--- config.mk ---
export PLATFORM = sky130hd
export DESIGN_NAME = return_address_stack
export DESIGN_NICKNAME = d
export VERILOG_FILES = /design/src/rtl/return_address_stack.sv
export SDC_FILE = /design/constraint.sdc
export NUM_CORES = 1
export LEC_CHECK = 0
export BUFFER_PORTS_ARGS = -buffer_cell sky130_fd_sc_hd__buf_2
export CAP_MARGIN = 20
export CELL_PAD_IN_SITES_DETAIL_PLACEMENT = 1
export CELL_PAD_IN_SITES_GLOBAL_PLACEMENT = 2
export CORE_MARGIN = 1.5
export CORE_UTILIZATION = 44
export CTS_BUF_LIST = sky130_fd_sc_hd__clkbuf_4 sky130_fd_sc_hd__clkbuf_8
export CTS_CLUSTER_SIZE = 40
export DETAILED_ROUTE_END_ITERATION = 16
export PLACE_DENSITY = 0.75
export SYNTH_ARGS = -nofsm -noshare
export SYNTH_HDL_FRONTEND = slang
export SYNTH_SLANG_ARGS = --single-unit
export TNS_END_PERCENT = 50
--- constraint.sdc ---
create_clock -name clk -period 3.65 [get_ports clk]
set_clock_uncertainty 0.1 [all_clocks]
set_input_delay 0.5475 -clock clk [delete_from_list [all_inputs] [get_ports clk]]
set_output_delay 0.5475 -clock clk [all_outputs]
set_load 0.01 [all_outputs]
--- src/rtl/return_address_stack.sv ---
// Speculative return address stack for fetch-stage return prediction.
// Define RAS_CHECKPOINT_EN to enable checkpointed pointer recovery on flush.
module return_address_stack #(
    parameter int DEPTH    = 8,
    parameter int MAX_SPEC = 4
) (
    input  logic        clk,
    input  logic        rst,
    input  logic        push,
    input  logic        pop,
    input  logic [31:0] new_addr,
    output logic [31:0] addr,
    output logic        valid,
    input  logic        branch_retired,
    input  logic        flush,
    output logic        spec_full
);
    localparam int IW = $clog2(DEPTH);
    localparam int CW = $clog2(DEPTH + 1);

    logic [31:0]   stack_r [DEPTH];
    logic [IW-1:0] read_index_r;
    logic [IW-1:0] read_index_nxt_s;
    logic [CW-1:0] count_r;
    logic [CW-1:0] count_nxt_s;
    logic          wr_en_s;
    logic [IW-1:0] wr_idx_s;
    logic          restore_valid_s;
    logic [IW-1:0] restore_idx_s;
    logic [CW-1:0] restore_cnt_s;

    assign valid = (count_r != {CW{1'b0}});
    assign addr  = valid ? stack_r[read_index_r] : 32'h0000_0000;

`ifdef RAS_CHECKPOINT_EN
    localparam int SW = $clog2(MAX_SPEC);
    localparam int OW = $clog2(MAX_SPEC + 1);

    typedef struct packed {
        logic [IW-1:0] idx;
        logic [CW-1:0] cnt;
    } ckpt_t;

    ckpt_t         ckpt_r [MAX_SPEC];
    logic [SW-1:0] head_r;
    logic [SW-1:0] tail_r;
    logic [OW-1:0] occ_r;
    logic [OW-1:0] occ_nxt_s;
    logic          spec_full_r;
    logic          enq_s;
    logic          deq_s;
    logic          drop_s;
    ckpt_t         restore_s;

    // Checkpoint FIFO control; a full FIFO drops its oldest entry to make room.
    always_comb begin
        enq_s           = (push | pop) & ~flush;
        deq_s           = branch_retired & ~flush & (occ_r != {OW{1'b0}});
        drop_s          = enq_s & ~deq_s & (occ_r == OW'(MAX_SPEC));
        occ_nxt_s       = occ_r;
        restore_valid_s = 1'b0;
        restore_s       = ckpt_r[head_r];
        case ({enq_s, deq_s | drop_s})
            2'b10:   occ_nxt_s = occ_r + OW'(1);
            2'b01:   occ_nxt_s = occ_r - OW'(1);
            default: occ_nxt_s = occ_r;
        endcase
        // A retire coinciding with flush consumes the oldest checkpoint first.
        if (branch_retired && (occ_r != {OW{1'b0}})) begin
            restore_valid_s = (occ_r > OW'(1));
            restore_s       = ckpt_r[head_r + SW'(1)];
        end else begin
            restore_valid_s = (occ_r != {OW{1'b0}});
            restore_s       = ckpt_r[head_r];
        end
        restore_valid_s = restore_valid_s & flush;
    end

    assign restore_idx_s = restore_s.idx;
    assign restore_cnt_s = restore_s.cnt;
    assign spec_full     = spec_full_r;

    // Checkpoint storage, pre-op pointer snapshot.
    always_ff @(posedge clk) begin
        if (enq_s) begin
            ckpt_r[tail_r] <= {read_index_r, count_r};
        end
    end

    // Checkpoint FIFO pointers and occupancy.
    always_ff @(posedge clk or posedge rst) begin
        if (rst) begin
            head_r      <= {SW{1'b0}};
            tail_r      <= {SW{1'b0}};
            occ_r       <= {OW{1'b0}};
            spec_full_r <= 1'b0;
        end else if (flush) begin
            head_r      <= {SW{1'b0}};
            tail_r      <= {SW{1'b0}};
            occ_r       <= {OW{1'b0}};
            spec_full_r <= 1'b0;
        end else begin
            if (enq_s) begin
                tail_r <= tail_r + SW'(1);
            end
            if (deq_s || drop_s) begin
                head_r <= head_r + SW'(1);
            end
            occ_r       <= occ_nxt_s;
            spec_full_r <= (occ_nxt_s == OW'(MAX_SPEC));
        end
    end
`else
    logic unused_s;

    assign unused_s        = &{1'b0, branch_retired, 1'(MAX_SPEC % 2)};
    assign restore_valid_s = 1'b0;
    assign restore_idx_s   = {IW{1'b0}};
    assign restore_cnt_s   = {CW{1'b0}};
    assign spec_full       = 1'b0;
`endif

    // Next stack pointer/count and RAM write; flush suppresses push/pop.
    always_comb begin
        read_index_nxt_s = read_index_r;
        count_nxt_s      = count_r;
        wr_en_s          = 1'b0;
        wr_idx_s         = read_index_r;
        if (flush) begin
            if (restore_valid_s) begin
                read_index_nxt_s = restore_idx_s;
                count_nxt_s      = restore_cnt_s;
            end else begin
                read_index_nxt_s = read_index_r;
                count_nxt_s      = count_r;
            end
        end else begin
            case ({push, pop})
                2'b10: begin
                    wr_en_s          = 1'b1;
                    wr_idx_s         = read_index_r + IW'(1);
                    read_index_nxt_s = read_index_r + IW'(1);
                    count_nxt_s      = (count_r == CW'(DEPTH)) ? count_r : count_r + CW'(1);
                end
                2'b01: begin
                    if (count_r != {CW{1'b0}}) begin
                        read_index_nxt_s = read_index_r - IW'(1);
                        count_nxt_s      = count_r - CW'(1);
                    end else begin
                        read_index_nxt_s = read_index_r;
                        count_nxt_s      = count_r;
                    end
                end
                2'b11: begin
                    wr_en_s  = 1'b1;
                    wr_idx_s = read_index_r;
                end
                default: begin
                    wr_en_s = 1'b0;
                end
            endcase
        end
    end

    // Stack RAM, intentionally unreset.
    always_ff @(posedge clk) begin
        if (wr_en_s) begin
            stack_r[wr_idx_s] <= new_addr;
        end
    end

    // Stack pointer and occupancy count.
    always_ff @(posedge clk or posedge rst) begin
        if (rst) begin
            read_index_r <= {IW{1'b0}};
            count_r      <= {CW{1'b0}};
        end else begin
            read_index_r <= read_index_nxt_s;
            count_r      <= count_nxt_s;
        end
    end
endmodule

## Word level (Yosys, flattened, before mapping)

Memories as Yosys holds them, arrays and structs flattened.
Cells that the tools add are included.

| storage, ports and cells | value |
|---|---|
| flip-flop bits (word level) | 7 |
| latch bits | 0 |
| bits in writable memories | 256 |
| ROM bits | 0 |
| output and inout bits | 34 |
| word-level logic and storage cells | 31 |
| memories kept | 1 |

Memories:

| name | words | bits a word | rd ports | clocked after Yosys merged registers in | wr ports | RTL line | RTL |
|---|---|---|---|---|---|---|---|
| stack_r | 8 | 32 | 1 | 0 | 1 | 21 | `logic [31:0] stack_r [DEPTH];` |

| operators by class | value |
|---|---|
| add/subtract/negate cells | 4 |
| multipliers | 0 |
| divide/modulo/power cells | 0 |
| order comparisons | 0 |
| eq/ne operators | 6 |
| shift-type cells | 0 |
| multiplexer cells | 12 |
| bitwise gates (word level) | 1 |
| reduce and logical (&&, ||, !) cells | 5 |

Operator list:

| kind | count |
|---|---|
| 32-bit two-way mux | 1 |
| 3-bit two-way mux | 3 |
| 4-bit two-way mux | 2 |
| 4-bit case mux with 2 select lines | 1 |
| 3-bit case mux with 2 select lines | 1 |
| 4-bit by 1-bit adder with 4-bit output (second input constant) | 1 |
| 2-bit == test (second input constant) | 2 |
| 4-bit == test (second input constant) | 1 |
| 1-bit two-way mux | 4 |
| 2-bit != test (second input constant) | 2 |
| 4-bit AND reduction | 1 |
| 4-bit nonzero test | 1 |
| 4-bit by 1-bit subtractor with 4-bit output (second input constant) | 1 |
| 3-bit by 1-bit adder with 3-bit output (second input constant) | 1 |
| 3-bit AND reduction | 1 |
| 3-bit by 1-bit subtractor with 3-bit output (second input constant) | 1 |
| 2-bit by 1-bit == test with 1-bit output (second input constant) | 1 |
| 2-bit nonzero test | 1 |
| 2-bit OR reduction | 1 |
| 1-bit inverter | 1 |

## Longest topological paths before layout

Gate-level depths: netlist of the first run.

| depth | value |
|---|---|
| depth after elaboration | 6 |
| mapped depth | 9 |
| gate-level depth less buffers | 8 |

## Worst setup path after synthesis of the first run

OpenSTA, ideal clock, no wires.

| timing | value |
|---|---|
| path type | reg-to-reg |
| from | reg read_index_r[1] |
| to | mem stack_r[2][0] (enable) |
| setup time | 0.421 ns |
| arrival | 2.934 ns |
| path slack | 0.195 ns |
| cell stages (with the launch flop) | 9 |
| buffers on the path | 3 |
| cell sequence | dfrtp_1 buf_2 buf_4 buf_2 inv_1 ha_1 a31oi_1 or2_2 nor2_1 |

| on the way | value |
|---|---|
| longest elaborated chain between the ends | 3 |

Ends and longest elaborated chain:

| element | RTL line | RTL |
|---|---|---|
| start: declaration | 22 | `logic [IW-1:0] read_index_r;` |
| start signal: assignment | 175 | `read_index_r <= {IW{1'b0}};` |
| start signal: assignment | 178 | `read_index_r <= read_index_nxt_s;` |
| 3-bit by 1-bit adder with 3-bit output | 141 | `wr_idx_s = read_index_r + IW'(1);` |
| 3-bit two-way mux | 138 | `case ({push, pop})` |
| 3-bit two-way mux (*) | 129 | `if (flush) begin` |
| end: declaration | 21 |  |

Mark *: on every way between the ends. The rest lies on a longest branch, timed or not.

## Worst setup path in the final report of the first run

| timing | value |
|---|---|
| from | reg read_index_r[0] |
| to | out addr[30] |

| on the way | value |
|---|---|
| longest elaborated chain between the ends | 2 |

Ends and longest elaborated chain:

| element | RTL line | RTL |
|---|---|---|
| memory 8 x 32 bit | -- |  |
| 32-bit two-way mux | 33 | `assign addr = valid ? stack_r[read_index_r] : 32'h0000_0000;` |
| end: declaration | 12 | `output logic [31:0] addr,` |

Every way passes these cells.

==> results of run 1 <==
-- path summary, 6_finish.rpt --
check	startpoint	end	slack (ns)	cells past startpoint
setup reg to reg	read_index_r[0]	stack_r[7][13]	0.75	5
min in group asynchronous	rst	count_r[3]	0.37	3
hold / removal	new_addr[19]	stack_r[7][19]	0.15	1
max in group asynchronous	rst	read_index_r[0]	2.82	3
hold reg to reg	count_r[3]	count_r[3]	0.48	1
setup / recovery	read_index_r[0]	addr[30]	0.38	5
-- area by class of cell --
type	count	area (µm²)	share of cell area, %
flip-flops and latches	263	7870	64.5
diodes	1	2.50	0.0205
multi-input cells	189	2490	20.4
clock buffers	60	744	6.10
clock inverters	16	105	0.861
repair buffers	93	566	4.63
well taps	319	399	3.27
inverters	7	26.3	0.215
-- through the flow --
stage	instances	area, µm²	power, mW	setup WS (ns)	util, %
2_1_floorplan	486	10500	5.38	0.195	-
4_1_cts	946	12200	8.74	0.0900	51.9
6_report	948	12200	8.63	0.377	52.0
5_1_grt	948	12200	9.05	0.209	52.0
3_5_place_dp	869	11300	6.19	0.470	48.2
3_3_place_gp	869	11300	6.12	0.651	48.2
-- worst register-to-register path, cell delays in order, from the launching register on --
cell and delay (ns):
dfrtp_4 0.69, ha_1 0.28, nand3b_1 0.14, xnor2_1 0.69, and2_2 0.30, buf_4 0.35
-- layout by cell type (no fill, tap or decap), types with 2 or more instances in the layout --
cell type and instances:
dfrtp_2 2, clkinv_2 2, clkbuf_4 13, buf_12 3
and2_2 2, inv_1 7, buf_4 20, mux4_2 44
a21oi_1 3, ha_1 7, xor2_1 5, o21ai_0 2
clkbuf_8 47, dfrtp_1 4, clkinv_1 10, edfxtp_1 256
mux2i_1 32, xnor2_1 4, nor3b_1 2, mux2_4 2
buf_2 69, nand2_1 4, nor2_4 6, nor2_1 33
nand3b_1 2, nor3_1 3, mux4_1 20
-- layer usage --
layer / share of wire, % / global-route usage, % / vias to the layer above / wire, µm
met5: 0 / 0 / - / 0
met4: 2.1 / 6.47 / 0 / 456
met3: 4.8 / 3.72 / 31 / 1060
met2: 51 / 30.7 / 137 / 11300
met1: 42 / 24.9 / 2634 / 9380
li1: - / - / 2232 / -
-- power by group --
part           switching (mW)  leakage, nW  internal, mW
Clock                    1.14        0.446          1.39
Sequential              0.237         2.39          3.56
Combinational            1.20         1.35          1.10
Total                    2.58         4.19          6.05
-- what timing repair did --
item,CTS,global route
hold buffers,1,0
hold endpoints to repair,7,0
endpoints found under the setup margin,0,3
buffers inserted,0,1
-- state kept, by name (all words and copies together) (netlist names) --
register,cells
stack_r,256
count_r,4
read_index_r,3
-- cell families (layout without fill, tap and decap cells) --
logic type,Yosys count,in the layout,synth area share (%)
compound gates,14,14,1.03
flops,263,263,74.7
fa+ha+maj,7,7,0.833
xor+xnor,9,9,0.749
mux,98,98,17.7
buf+inv,34,176,2.02
other cells,1,2,0.0356
simple gates,60,60,2.84
==> reports/metrics.yaml, run 1 <==
die_y_um: 158
path_buf_inv: 2
fmax_mhz: 306
drive_above_1_share_pct: 35.0
tns_ns: 0
synth_nets: 531
grt_pass1_vias: 5535
coreArea_um2: 23500
cp.required_ns: 3.00
nNetsFinal: 643
antenna_found_initial: 1
avgSynthCellArea_um2: 21.6
route.vias.total: 5034
totalWireLength_um: 22200
fin_crit_ns: 3.27
synth_ff_type: "edfxtp_1"
path_clk_slew_ns: 0.06
path_class: "reg -> out"
synth_top_area_cell: "edfxtp_1"
yosysMostFrequentCell: "edfxtp_1"
cap_violations: 0
synth_edf_count: 256
status: "completed"
cts_tree: "yes"
netlist_area_um2: 10500
vdd_drop_max_v: 0.000397
port_buffers: 69
clkLatencyLatePin_ns: 0.55
cp_cell_sequence: "buf_4 > mux4_2 > mux2i_1 > nor2_1 > buf_2"
setup.worst_path.end_class: "output pin"
synth_seq_cells: 263
hold_viol_final: 0
synth.distinct_cells: 40
worst_pin_slew_ns: 0.959
cts_buffer_depth: 3
grt_max_degree: 38
first_pass_iters: 5
cp_top_family: "multiplexers"
yosysWarnings: 0
synth_cells: 486
drc: 0
period_share_pct: 89.7
cts.sinks: 263
power.density_nw_per_um2: 707
gp_congestion: 0.710
ios: 72
synth_common_cells: "edfxtp_1, mux4_2, nor2_1, mux2i_1, mux4_1"
via_per_inst: 5.31
routedWlPerCell_um: 23.5
setup_viol: 0
ant_nets: 0
initial_utilization_pct: 44.8
synth_area_leaders: "edfxtp_1, mux4_2, mux4_1, mux2i_1, dfrtp_1"
cp_slowest_cell: "dfrtp_4"
worstSetupStartpointType: "register"
rsz0062_at_grt: "false"
holdWs_ns: 0.151
slowest_delay_ns: 0.69
grt.overflow.total: 0
slew-limit-headroom_pct: 36.0
hp-class: "in -> reg"
critPathArrivalTime_ns: 2.63
nFillCells: 2113
synth.top_cell.area_share_pct: 73.1
dp_hpwl_um: 12500
synth.yosys.seq_area_share_pct: 74.7
finalMaxSlewViolations: 0
area_delta_synth_final_pct: 16.0
die-area_um2: 24800
grt_util_all_layers_pct: 18.6
cts.htree.levels: 2
die_w_um: 158
drt_iter0_drc: 292
worstPathMaxFanout: 20
cts_root_buf: "clkbuf_8"
grt_pass1_wl_um: 33500
rows: 56
cts_buffers: 44
post_cts_resize_count: 0
total_leakage_power_nw: 4.19
async_reset_ff_share_pct: 2.66
Note: power is estimated with default switching activity, not from simulation.
==> run 2, diff against run 1 <==
--- a/config.mk
+++ b/config.mk
@@ -14,7 +14,7 @@
 export CTS_BUF_LIST = sky130_fd_sc_hd__clkbuf_4 sky130_fd_sc_hd__clkbuf_8
 export CTS_CLUSTER_SIZE = 40
 export DETAILED_ROUTE_END_ITERATION = 16
-export PLACE_DENSITY = 0.75
+export PLACE_DENSITY_LB_ADDON = 0.1
 export SYNTH_ARGS = -nofsm -noshare
 export SYNTH_HDL_FRONTEND = slang
 export SYNTH_SLANG_ARGS = --single-unit
==> run 2 against run 1 <==
Sequential share of layout area about the same. Die area did not move. Worst setup slack got worse by 0.070 ns. Combinational power barely moved. Non-clock buffer count increased by 3. Sequential cell count unchanged. Critical path type unchanged. Critical endpoint is now addr[0]. Largest power group unchanged. Highest routed layer is now met5.
==> reports/metrics.yaml, run 2 (synthesis gave the netlist of run 1 again) <==
die_w_um: 158  # unchanged
final_common_cell: "edfxtp_1"
worst_pin_slew_ns: 0.780  # -0.179 ns
rsz0062_at_grt: "false"
ios: 72  # unchanged
routedWlPerCell_um: 22.9  # -2.4%
route.vias.total: 5028  # -0.12%
path_class: "reg -> out"
total_leakage_power_nw: 4.18  # about the same
cts.htree.levels: 2  # unchanged
worstSetupStartpointType: "register"
clkLatencyLatePin_ns: 0.52  # -0.03 ns
nNetsFinal: 646  # +0.47%
slew-limit-headroom_pct: 48.0  # +12 points
post-place-ws_ns: 0.678  # +0.208 ns
setup_slack_ns: 0.307  # -0.0705 ns
path_buf_inv: 2  # unchanged
regMostFlops: "stack_r"
worstPathMaxFanout: 26  # +30%
largest_register_ffs: 256  # unchanged
hold_viol_final: 0  # unchanged
internal_power_mw: 5.96  # -1.5%
status: "completed"
vdd_drop_max_v: 0.000360  # -9.3%
dp_hpwl_um: 12600  # +0.42%
grt_pass1_wl_um: 33000  # -1.5%
cp_top_family: "multiplexers"
finalPower_mw: 8.50  # -1.5%
cts.sinks: 263  # unchanged
coreArea_um2: 23500  # unchanged
clkPwrFrac_pct: 28.1  # -1.3 points
via_per_inst: 5.28  # -0.54%
drt_iter0_drc: 222  # -24%
antenna_found_initial: 2  # +1
initial_utilization_pct: 44.8  # unchanged
nFillCells: 2144  # +1.5%
cap_violations: 0  # unchanged
post_cts_resize_count: 0  # unchanged
swShare_pct: 29.9  # -0.041 points
period_share_pct: 91.6  # +1.9 points
switching_power_mw: 2.54  # -1.7%
critPathArrivalTime_ns: 2.70  # +0.07 ns
grt.overflow.total: 0  # unchanged
rows: 56  # unchanged
power.density_nw_per_um2: 697  # -1.5%
first_pass_iters: 4  # -1
n_antenna_cell: 0  # -1
cp_cell_sequence: "buf_4 > mux4_1 > mux2i_1 > nor2_1 > buf_2"
ant_nets: 0  # unchanged
die_y_um: 158  # unchanged
fmax_mhz: 299  # -2.1%
fin_crit_ns: 3.34  # +0.0705 ns
slowest_delay_ns: 0.73  # +0.04 ns
place_area_um2: 11400  # +0.49%
area_delta_synth_final_pct: 15.9  # about the same
cts_root_buf: "clkbuf_8"
fin_area_um2: 12200  # about the same
tns_ns: 0  # unchanged
cp.required_ns: 3.00  # about the same
gp_congestion: 0.683  # -3.9%
path_clk_slew_ns: 0.06  # about the same
totalWireLength_um: 21800  # -2.0%
combinationalPowerShare_pct: 27.0  # +0.3 points
reg_top3: "stack_r x256, count_r x4, read_index_r x3"
layout_common_cells: "edfxtp_1, buf_2, mux4_2, clkbuf_8, nor2_1"
hp-class: "in -> reg"
grt_util_all_layers_pct: 18.4  # -0.27 points
grt_pass1_vias: 5517  # -0.33%
cts_buffer_depth: 3  # unchanged
drive_above_1_share_pct: 35.1  # +0.039 points
port_buffers: 69  # unchanged
hold_path_depth: 1  # unchanged
seqPwrFrac_pct: 45.0  # +1.0 points
die-area_um2: 24800  # unchanged
setup_viol: 0  # unchanged
cp_slowest_cell: "dfrtp_4"
path_depth: 5  # unchanged
finalMaxSlewViolations: 0  # unchanged
grt_max_degree: 31  # -18%
setup.worst_path.end_class: "output pin"
postCtsSetupBuffers: 0  # unchanged
cts_tree: "yes"
cts_buffers: 44  # unchanged
postCtsHoldBufs: 1  # unchanged
drc: 0  # unchanged
rr_worst_depth: 5  # unchanged
run 2: area by class of cell:
cell class | instances | area, µm² | area share (%)
repair buffers | 96 | 601 | 4.92
multi-input cells | 189 | 2490 | 20.4
inverters | 7 | 26.3 | 0.215
clock inverters | 17 | 75.1 | 0.616
well taps | 319 | 399 | 3.27
clock buffers | 61 | 733 | 6.01
flip-flops and latches | 263 | 7870 | 64.5
run 2: power groups by stage:
stage	combinational (mW)	clock, mW	sequential (mW)
2_1_floorplan	1.70	0	3.68
3_3_place_gp	2.31	0	3.87
3_5_place_dp	2.34	0	3.90
4_1_cts	2.35	2.46	3.83
5_1_grt	2.50	2.57	3.86
6_report	2.29	2.39	3.82
run 2: path summary, 6_finish.rpt:
check                                 from              end  slack (ns)
setup / recovery           read_index_r[0]          addr[0]        0.31
hold / removal                 new_addr[8]    stack_r[7][8]        0.18
setup reg to reg           read_index_r[1]   stack_r[3][10]        0.72
hold reg to reg                 count_r[3]       count_r[3]        0.52
max in group asynchronous              rst  read_index_r[0]        2.79
min in group asynchronous              rst       count_r[1]        0.41
run 2: stage by stage:
stage          hold slack, ns  util (%)  cells
2_1_floorplan           0.251         -    486
3_3_place_gp            0.397      48.5    873
3_5_place_dp            0.393      48.5    873
4_1_cts                 0.139      52.0    952
5_1_grt                 0.154      52.0    952
6_report                0.181      52.0    952
run 2: per-layer routing:
layer  wire length [µm]  vias to the layer above  track usage, %
li1                   -                     2235               -
met1               9550                     2638            24.6
met2              10900                      119            30.6
met3               1020                       32            3.75
met4                329                        4            5.26
met5                 17                        -               0
==> run 3, diff against run 2 <==
--- a/config.mk
+++ b/config.mk
@@ -8,9 +8,9 @@
 export BUFFER_PORTS_ARGS = -buffer_cell sky130_fd_sc_hd__buf_2
 export CAP_MARGIN = 20
 export CELL_PAD_IN_SITES_DETAIL_PLACEMENT = 1
-export CELL_PAD_IN_SITES_GLOBAL_PLACEMENT = 2
+export CELL_PAD_IN_SITES_GLOBAL_PLACEMENT = 1
 export CORE_MARGIN = 1.5
-export CORE_UTILIZATION = 44
+export CORE_UTILIZATION = 50
 export CTS_BUF_LIST = sky130_fd_sc_hd__clkbuf_4 sky130_fd_sc_hd__clkbuf_8
 export CTS_CLUSTER_SIZE = 40
 export DETAILED_ROUTE_END_ITERATION = 16
==> run 3 against run 2 <==
Maximum frequency is 2.1% higher. First-iteration DRC count is 11% higher. Via count is 1.3% lower. Largest power group unchanged.
==> reports/metrics.yaml, run 3 (synthesis gave the netlist of run 1 again) <==
final_common_cell: "edfxtp_1"
route.vias.total: 4964  # -1.3%
vdd_drop_max_v: 0.000349  # -3.1%
dp_hpwl_um: 11800  # -5.7%
slew-limit-headroom_pct: 56.3  # +8.3 points
path_class: "reg -> out"
clkLatencyLatePin_ns: 0.53  # about the same
critPathArrivalTime_ns: 2.63  # -0.07 ns
worstSetupStartpointType: "register"
holdCritStartpoint: "new_addr[23]"
drc: 0  # unchanged
cts.sinks: 263  # unchanged
nFillCells: 1801  # -16%
postCtsSetupBuffers: 0  # unchanged
hold_path_depth: 1  # unchanged
period_share_pct: 89.7  # -1.9 points
antenna_found_initial: 0  # -2
path_clk_slew_ns: 0.06  # about the same
cts_tree: "yes"
grt_pass1_wl_um: 32300  # -2.0%
seq_area_um2: 7870  # unchanged
fin_area_um2: 12100  # -0.82%
utilization_pct: 59.2  # +7.2 points
first_pass_iters: 4  # unchanged
port_buffers: 69  # unchanged
fmax_mhz: 305  # +2.1%
ant_nets: 0  # unchanged
r2r_slack_ns: 0.87  # +0.15 ns
tns_ns: 0  # unchanged
grt_max_degree: 38  # +23%
finalMaxSlewViolations: 0  # unchanged
setup_viol: 0  # unchanged
place_area_um2: 11300  # -0.72%
initial_utilization_pct: 51.5  # +6.7 points
worst_pin_slew_ns: 0.654  # -0.127 ns
grt.overflow.total: 0  # unchanged
totalWireLength_um: 20800  # -4.6%
fin_crit_ns: 3.27  # -0.0695 ns
reg_top3: "stack_r x256, count_r x4, read_index_r x3"
multi_input_area_um2: 2490  # unchanged
min_to: "stack_r[5][23]"
cts_root_buf: "clkbuf_8"
hp-class: "in -> reg"
total_leakage_power_nw: 4.16  # -0.65%
finalPower_mw: 8.41  # -1.0%
drive_above_1_share_pct: 34.2  # -0.89 points
routedWlPerCell_um: 23.0  # +0.62%
area_delta_synth_final_pct: 15.0
setup.worst_path.end_class: "output pin"
drt_iter0_drc: 247  # +11%
stdcell_count: 903  # -5.1%
layout_common_cells: "edfxtp_1, buf_2, clkbuf_8"
r2r_end: "stack_r[4][30]"
nNetsFinal: 645  # -0.15%
cts_buffer_depth: 3  # unchanged
cts.htree.levels: 2  # unchanged
cap_violations: 0  # unchanged
die_y_um: 148  # -6.1%
largest_register_ffs: 256  # unchanged
power.density_nw_per_um2: 696  # -0.20%
rows: 52  # -7.1%
crit_start: "read_index_r[0]"
via_per_inst: 5.50  # +4.1%
status: "completed"
grt_pass1_vias: 5525  # +0.15%
coreArea_um2: 20400  # -13%
r2r_start: "read_index_r[0]"
worstPathMaxFanout: 28  # +7.7%
placed_cells: 823  # -5.7%
postCtsHoldBufs: 1  # unchanged
die_w_um: 148  # -6.1%
grt_util_all_layers_pct: 20.1  # +1.7 points
cp.required_ns: 3.00  # about the same
regMostFlops: "stack_r"
cts_buffers: 44  # unchanged
post_cts_resize_count: 0  # unchanged
rsz0062_at_grt: "false"
gp_congestion: 0.726  # +6.3%
hold_viol_final: 0  # unchanged
rr_worst_depth: 6  # +1
ios: 72  # unchanged
die-area_um2: 21900  # -12%
[run 3: area by class of cell]
class / instances / area share (%)
sequential: 263 / 65.1
multi-input combinational: 189 / 20.6
clock buffer: 53 / 5.62
timing repair buffer: 95 / 4.80
tap: 270 / 2.79
clock inverter: 25 / 0.890
inverter: 7 / 0.217
antenna: 1 / 0.0207
[run 3: power breakdown]
part | internal, mW | total, mW | switching, mW | leakage (nW)
Combinational | 1.10 | 2.31 | 1.21 | 1.36
Sequential | 3.56 | 3.77 | 0.215 | 2.39
Clock | 1.22 | 2.33 | 1.11 | 0.408
Total | 5.88 | 8.41 | 2.53 | 4.16
[run 3: metal layers]
layer  vias to the layer above  GRT usage, %  part of all wire, %
li1                       2234             -                    -
met1                      2589          26.7                   44
met2                       107          33.5                   50
met3                        34          4.26                  4.0
met4                         0          6.49                  1.8
met5                         -             0                    0
[run 3: critical path, cell delays in order (launching register included)]
cell and delay, ns:
dfrtp_4 0.73, buf_4 0.37, mux4_1 0.58, mux2i_1 0.18
nor2_1 0.05, buf_2 0.16
[run 3: stage by stage]
step	setup slack [ns]	hold slack, ns
global placement	0.816	0.387
CTS	0.278	0.134
floorplan	0.195	0.251
detailed placement	0.716	0.400
global route	0.162	0.154
finish	0.376	0.177
[run 3: worst max-delay path by stage]
stage | endpoint | slack (ns) | cells past startpoint
2_1_floorplan | stack_r[2][0] | 0.20 | 8
3_3_place_gp | stack_r[3][20] | 0.82 | 7
3_5_place_dp | stack_r[3][20] | 0.72 | 7
4_1_cts | addr[12] | 0.28 | 5
5_1_grt | addr[12] | 0.16 | 5
6_report | addr[12] | 0.38 | 5
